## src/rtl/multicycle_adder_pkg.sv

```systemverilog
// Shared definitions for the multicycle adder/subtractor.
//   state_t    : FSM state encoding (IDLE=0, RUN=1, DONE=2; 3 is illegal and
//                is decoded as IDLE by the FSM)
//   calc_nch() : number of CHUNK-bit slices, which is also the compute latency
//   calc_cw()  : slice counter width, $clog2(NCH) with a minimum of 1
package multicycle_adder_pkg;

  typedef enum logic [1:0] {
    IDLE = 2'd0,
    RUN  = 2'd1,
    DONE = 2'd2
  } state_t;

  function automatic int calc_nch(input int width, input int chunk);
    return width / chunk;
  endfunction

  function automatic int calc_cw(input int nch);
    return (nch > 1) ? $clog2(nch) : 1;
  endfunction

endpackage

```

## src/rtl/adder_chunk.sv

```systemverilog
// CHUNK-bit combinational ripple of full-adder cells.
//   x, y : slice operands
//   ci   : carry into the slice LSB
//   s    : slice sum
//   co   : carry out of the slice MSB
module adder_chunk #(
  parameter int CHUNK = 4
) (
  input  logic [CHUNK-1:0] x,
  input  logic [CHUNK-1:0] y,
  input  logic             ci,
  output logic [CHUNK-1:0] s,
  output logic             co
);

  logic [CHUNK:0] c;

  assign c[0] = ci;

  for (genvar i = 0; i < CHUNK; i++) begin : g_fa
    assign s[i]   = x[i] ^ y[i] ^ c[i];
    assign c[i+1] = (x[i] & y[i]) | (c[i] & (x[i] ^ y[i]));
  end

  assign co = c[CHUNK];

endmodule

```

## src/rtl/multicycle_adder.sv

```systemverilog
// WIDTH-bit adder/subtractor that resolves CHUNK bits per cycle, LSB slice
// first, through a single time-multiplexed adder_chunk with a registered carry.
//   clk, rst_n           : clock, synchronous active-low reset
//   in_valid/in_ready    : command handshake (in_ready high only in IDLE)
//   a, b, cin, sub       : operands, carry/borrow in, 0=add 1=subtract
//   out_valid/out_ready  : result handshake, result held until accepted
//   sum, carry, ovf      : result, raw MSB carry-out, signed overflow
//
// state | meaning
// IDLE  | waiting for a command, in_ready=1
// RUN   | one slice per cycle, slice index k counts 0..NCH-1
// DONE  | result presented with out_valid=1 until out_ready
module multicycle_adder
  import multicycle_adder_pkg::*;
#(
  parameter int WIDTH = 16,
  parameter int CHUNK = 4
) (
  input  logic             clk,
  input  logic             rst_n,
  input  logic             in_valid,
  output logic             in_ready,
  input  logic [WIDTH-1:0] a,
  input  logic [WIDTH-1:0] b,
  input  logic             cin,
  input  logic             sub,
  output logic             out_valid,
  input  logic             out_ready,
  output logic [WIDTH-1:0] sum,
  output logic             carry,
  output logic             ovf
);

  localparam int NCH = calc_nch(WIDTH, CHUNK);
  localparam int CW  = calc_cw(NCH);
  localparam logic [CW-1:0] K_LAST = CW'(NCH - 1);

  state_t           state;
  state_t           state_nx;
  logic [CW-1:0]    k;
  logic [WIDTH-1:0] a_q;
  logic [WIDTH-1:0] b_q;
  logic [WIDTH-1:0] sum_q;
  logic             c_q;
  logic             carry_q;
  logic             ovf_q;
  logic             accept;

  logic [CHUNK-1:0] x;
  logic [CHUNK-1:0] y;
  logic [CHUNK-1:0] s;
  logic             co;

  // Slice mux: constant part-selects keyed on k keep the select lint-clean.
  always_comb begin
    x = '0;
    y = '0;
    for (int i = 0; i < NCH; i++) begin
      if (k == CW'(i)) begin
        x = a_q[i*CHUNK +: CHUNK];
        y = b_q[i*CHUNK +: CHUNK];
      end
    end
  end

  adder_chunk #(.CHUNK(CHUNK)) u_chunk (
    .x  (x),
    .y  (y),
    .ci (c_q),
    .s  (s),
    .co (co)
  );

  always_comb begin
    state_nx  = state;
    in_ready  = 1'b0;
    out_valid = 1'b0;
    case (state)
      IDLE: begin
        in_ready = 1'b1;
        if (in_valid) state_nx = RUN;
      end
      RUN: begin
        if (k == K_LAST) state_nx = DONE;
      end
      DONE: begin
        out_valid = 1'b1;
        if (out_ready) state_nx = IDLE;
      end
      default: begin
        // unused encoding behaves exactly like IDLE
        in_ready = 1'b1;
        state_nx = in_valid ? RUN : IDLE;
      end
    endcase
    accept = in_valid && in_ready;
  end

  always_ff @(posedge clk) begin
    if (!rst_n) begin
      state   <= IDLE;
      k       <= '0;
      a_q     <= '0;
      b_q     <= '0;
      c_q     <= 1'b0;
      sum_q   <= '0;
      carry_q <= 1'b0;
      ovf_q   <= 1'b0;
    end else begin
      state <= state_nx;
      if (accept) begin
        // subtraction is a + ~b + ~cin, so borrow-in becomes an inverted carry
        a_q <= a;
        b_q <= sub ? ~b : b;
        c_q <= sub ? ~cin : cin;
        k   <= '0;
      end else if (state == RUN) begin
        for (int i = 0; i < NCH; i++) begin
          if (k == CW'(i)) sum_q[i*CHUNK +: CHUNK] <= s;
        end
        c_q <= co;
        if (k == K_LAST) begin
          carry_q <= co;
          // s[CHUNK-1] is the final sum MSB on the last slice
          ovf_q   <= (a_q[WIDTH-1] == b_q[WIDTH-1]) && (s[CHUNK-1] != a_q[WIDTH-1]);
          k       <= '0;
        end else begin
          k <= k + CW'(1);
        end
      end
    end
  end

  assign sum   = sum_q;
  assign carry = carry_q;
  assign ovf   = ovf_q;

endmodule

```

## config.mk

```make
export PLATFORM = sky130hd
export DESIGN_NAME = multicycle_adder
export DESIGN_NICKNAME = d
export VERILOG_FILES = /design/src/rtl/multicycle_adder_pkg.sv /design/src/rtl/adder_chunk.sv /design/src/rtl/multicycle_adder.sv
export SDC_FILE = /design/constraint.sdc
export NUM_CORES = 1
export LEC_CHECK = 0
export BUFFER_PORTS_ARGS = -buffer_cell sky130_fd_sc_hd__buf_2
export CAP_MARGIN = 20
export CORE_ASPECT_RATIO = 0.8
export CORE_MARGIN = 2
export CORE_UTILIZATION = 56
export CTS_BUF_LIST = sky130_fd_sc_hd__clkbuf_8
export DETAILED_ROUTE_END_ITERATION = 7
export PLACE_DENSITY = 0.81
export SLEW_MARGIN = 20
export SYNTH_ARGS = -nofsm -noshare
export SYNTH_HDL_FRONTEND = slang
export SYNTH_SLANG_ARGS = --single-unit
```

## constraint.sdc

```tcl
create_clock -name clk -period 3.8 [get_ports clk]
set_input_delay 0.19 -clock clk [delete_from_list [all_inputs] [get_ports clk]]
set_output_delay 0.19 -clock clk [all_outputs]
set_load 0.01 [all_outputs]
```

Yosys cells after proc, flatten, opt, wreduce, memory -nomap -nowiden
Index checks and enable logic that the tools add are counted.
Storage, ports and cells
  register bits: 55
  latch bits: 0
  bits in writable memories: 0
  ROM bits: 0
  input bits: 38
  output and inout bits: 20
  logic and storage cells: 78
  memories: 0
Operators by class
  $add $sub $neg: 1
  multipliers: 0
  div/mod/pow operators: 0
  order comparisons: 0
  equal/unequal tests: 10
  shift operators: 0
  mux-type cells: 20
  bitwise operators: 24
  reduce and logical (&&, ||, !) cells: 12
Operators by type and width (number)
  $mux 4: 8
  $mux 16: 1
  $not 16->16: 1
  $reduce_and 3->1: 5
  $and 1x1->1: 8
  $mux 2: 4
  $xor 1x1->1: 8
  $eq 2x2->1 const B: 3
  $mux 1: 6
  $ne 2x2->1 const B: 3
  $pmux 2 s3: 1
  $eq 2x1->1 const B: 2
  $logic_not 2->1: 2
  $or 1x1->1: 4
  $reduce_or 2->1: 2
  $not 1->1: 3
  $add 2x1->2 const B: 1
  $logic_and 1x1->1: 2
  $reduce_bool 2->1: 1
  $eq 1x1->1: 1
  $ne 1x1->1: 1

Logic depth before layout (Yosys ltp)
  depth after elaboration: 16
  depth in mapped cells: 16
  gate-level depth less buffers: 15

Cells and area by module
From an unflattened synthesis, not the netlist that was laid out.
Second synthesis, totals
  cell total of the unflattened synthesis: 336
  area total of the unflattened synthesis: 2775.2 um^2
Modules (own cells, without submodules)
  multicycle_adder: times used 1, cells an instance 322, area each 2657.5 um^2, sequential area each 1101.1 um^2
  adder_chunk: times used 1, cells an instance 14, area each 117.6 um^2, sequential area each 0.0 um^2

Least setup slack after synthesis
Ideal clock, no wire load.
  path kind: register to register
  from: reg k[0]
  to: reg ovf_q (netlist: ovf)
  setup time: 86 ps
  data arrival time: 3036 ps
  data required time: 3714 ps
  slack: 679 ps
  cell stages (with the launch flop): 16
  path buffers: 1
  clock period less this slack: 3121 ps
  path through: dfxtp_1 -> inv_1 -> ha_1 -> buf_2 -> a21oi_1 -> a22oi_1 -> fa_1 -> inv_1 -> fa_1 -> inv_1 -> fa_1 -> inv_1 -> fa_1 -> and3b_1 -> a21oi_1 -> a211oi_1
On the way
  longest elaborated chain between the ends: 15
  elaborated cells on any way between the ends: 29
  classes of those cells: eq/ne: 4; mux: 8; bitwise: 14; reduce/logical: 3
Ends and longest elaborated chain
  from (decl): RTL line multicycle_adder.sv:40  | logic [CW-1:0] k;
  from (signal assigned): RTL line multicycle_adder.sv:128  | k <= k + CW'(1);
  $logic_not 2->1: RTL line multicycle_adder.sv:59  | if (k == CW'(i)) begin
  $mux 4 (4 in series): RTL line multicycle_adder.sv:59
  $xor 1x1->1: RTL line adder_chunk.sv:22  | assign c[i+1] = (x[i] & y[i]) | (c[i] & (x[i] ^ y[i]));
  $and 1x1->1: RTL line adder_chunk.sv:22
  $or 1x1->1: RTL line adder_chunk.sv:22
  $and 1x1->1: RTL line adder_chunk.sv:22
  $or 1x1->1: RTL line adder_chunk.sv:22
  $and 1x1->1: RTL line adder_chunk.sv:22
  $or 1x1->1: RTL line adder_chunk.sv:22
  $xor 1x1->1 (*): RTL line adder_chunk.sv:21  | assign s[i] = x[i] ^ y[i] ^ c[i];
  net s[3]: RTL line multicycle_adder.sv:51  | logic [CHUNK-1:0] s;
  $ne 1x1->1 (*): RTL line multicycle_adder.sv:125  | ovf_q <= (a_q[WIDTH-1] == b_q[WIDTH-1]) && (s[CHUNK-1] != a_q[WIDTH-1]);
  $logic_and 1x1->1 (*): RTL line multicycle_adder.sv:125
  to (signal assigned): RTL line multicycle_adder.sv:125
  to (decl): RTL line multicycle_adder.sv:46  | logic ovf_q;
The timed path passes the listed nets; every way through them passes the cells marked *.
A chain may end at the register's enable or synchronous reset.

Worst setup path in the final report
Ends and elaborated chain as after synthesis.

==> metrics <==
post-route ant nets 0; Syn. warnings 0; Die X 82.76 um; hold_sp a[8]; syn_area_per_cell 8.524 um^2; TritonCTS clock tree built; largest net degree at the start of global routing 54; Hold Fails Final Rpt 0; min cycle time layout 3.438 ns; CTS sink cnt 55; setup ws final 0.3620 ns; Slew HR 35.70%; Fillers 425; initial core utilization 59.39%; Leakage Power 1.256 nW; mapped cell area 2779 um^2; fin cells 429; Area Growth Syn to Fin 11.08%; crit path kind flip-flop to flip-flop; antenna violations before repair 0; worst r2r dst ovf; CP Launch Type flip-flop; FF+latch count, synth 55; register area 1101 um^2; Post-CTS Hold Fix Bufs 0; worst hold path stage count 3; actual slew at the worst max-slew pin 0.9646 ns; Clock Skews 0.008545 ns; setup tns final 0 ns; Ant. Diodes 0; R2R depth 14; GR Util All Layers 23.76%; vias in the first global route 2142; status completed; routability cong. 0.8618; max capacitance violation total 0; cell area after placement 2969 um^2; CTS clk-pin slew, worst paths 0.10 ns; Place WS 0.3640 ns; DR iter-0 viols 136; Routed WL per cell 14.06 um; Worst Hold End a_q[8]; R2R Setup Slk 0.36 ns; max frequency 290.9 MHz; Tcrit/Tclk final 90.47%; CTS resizes 0; H-tree depth 2; Routed WL 6032 um; peak supply drop 0.3092 mV; CTS Buf Count 5; PortBufs 57; # DRC 0; layout cells sized above 1 21.14%; DPL Wire Length 4366 um; Post-synth EDFFs 0; Die Area 5545 um^2; Mapped Cells 326; Design Area, Final 3087 um^2; RSZ-0062 raised after global routing false; prevailing post-synth register cell dfxtp_1; endpoint type of the worst setup path flip-flop; PwrDens 638.6 nW/um^2; Syn Nets 377; first-pass GRT wire length 10020 um; final setup vio count 0; Final Util 65.96%; sequential-to-total area share from yosys stat 39.62%; Crit Reg-Reg Startpoint k[0]; max-slew violation count 0; total placed cells including tap cells 421; DRT Pass-1 Iters 4; Die H 67.01 um; Std-Cell Rows 22; Final Power 1.971 mW; Setup Buffers After CTS 0; Hold WS 0.1198 ns; Hold Crit Class primary input to flip-flop; Nets 419; routed vias/inst 5.387; via count 2311; Root Buffer clkbuf_8; clk buf depth 2; FFs w/ async S/R, synth 0%; area of the multi-input gates 1406 um^2; Top Ports 58; Unique masters post-synth 33; WP data required 4.02 ns; Critical Path Fanout Max 17; gr ovfl total 0; Worst EP arrival 3.66 ns; total core area 4679 um^2; Clock Latency Late Sink 0.30 ns
==> worst max path at each step <==
stage                     slack (ns)  end  start  cells past startpoint
final                           0.36  ovf   k[0]                     14
after global routing            0.07  ovf   k[1]                     15
after global placement          0.54  ovf   k[0]                     14
after CTS                       0.37  ovf   k[0]                     14
after detailed placement        0.36  ovf   k[0]                     14
after floorplan                 0.68  ovf   k[0]                     15
==> metal layers <==
| layer | track usage, % | share of wire [%] | wire length (um) |
|---|---|---|---|
| met3 | 5.149 | 6.2 | 371 |
| met5 | 0 | 0 | 0 |
| met2 | 36.79 | 45 | 2699 |
| met4 | 7.992 | 1.6 | 99 |
| met1 | 32.69 | 47 | 2862 |
==> critical path, cell delays in order, from the launching register on <==
cell and delay (ns):
dfxtp_1 0.41, ha_1 0.49, a21oi_1 0.12, o21ai_0 0.10, a22oi_1 0.11, fa_1 0.40, inv_1 0.07, fa_1 0.15
inv_1 0.05, fa_1 0.37, inv_1 0.08, fa_1 0.49, and3b_1 0.25, a21oi_1 0.04, a211oi_1 0.22
==> cell type report <==
cell class | count | share of cell area (%)
clock inverter | 2 | 1.135
tap | 60 | 2.432
clock buffer | 6 | 2.675
timing repair buffer | 61 | 10.21
inverter | 19 | 2.310
multi-input combinational | 226 | 45.56
sequential | 55 | 35.67
==> report_power, final <==
| part | switching (mW) | leakage, nW | internal [mW] |
|---|---|---|---|
| clock | 0.184 | 0.0612 | 0.213 |
| sequential | 0.0749 | 0.450 | 0.693 |
| combinational | 0.508 | 0.744 | 0.297 |
| total | 0.767 | 1.26 | 1.20 |
==> synthesized netlist by cell type (all sizes together), types with 4 or more instances <==
cell	instances	area share (%)
dfxtp	55	40
o21ai	13	2.3
xor2	5	1.6
inv	19	2.6
nand2	51	6.9
a21oi	51	9.2
a22o	4	1.3
nand3	9	1.6
a22oi	4	1.1
a211oi	22	6.8
clkbuf	6	1.2
ha	9	4.1
xnor2	12	3.8
a311oi	5	1.6
nor2	23	3.3
mux2i	4	1.4
fa	4	2.9
buf	20	6.0
==> state kept, by name (all words and copies together), names as in the netlist <==
name	cells
a_q	16
b_q	16
sum	16
k	2
state	2
c_q	1
carry	1
ovf	1
==> cells in the final DEF (no fill, tap or decap), drive strengths merged, types with 5 or more instances in the layout <==
cell	instances
buf	61
dfxtp	55
nand2	51
a21oi	51
nor2	23
a211oi	22
inv	19
o21ai	13
xnor2	12
nand3	9
ha	9
clkbuf	6
xor2	5
a311oi	5
==> cell families after synthesis <==
kind of cell	share of synthesized area, %
AO/OA/AOI/OAI	23.14
AND/OR/NAND/NOR	13.73
flip-flops	39.62
buffers and inverters	9.770
XOR/XNOR	5.358
adder cells (fa/ha/maj)	6.934
multiplexers	1.441
Power figures use the tool's default switching activity.
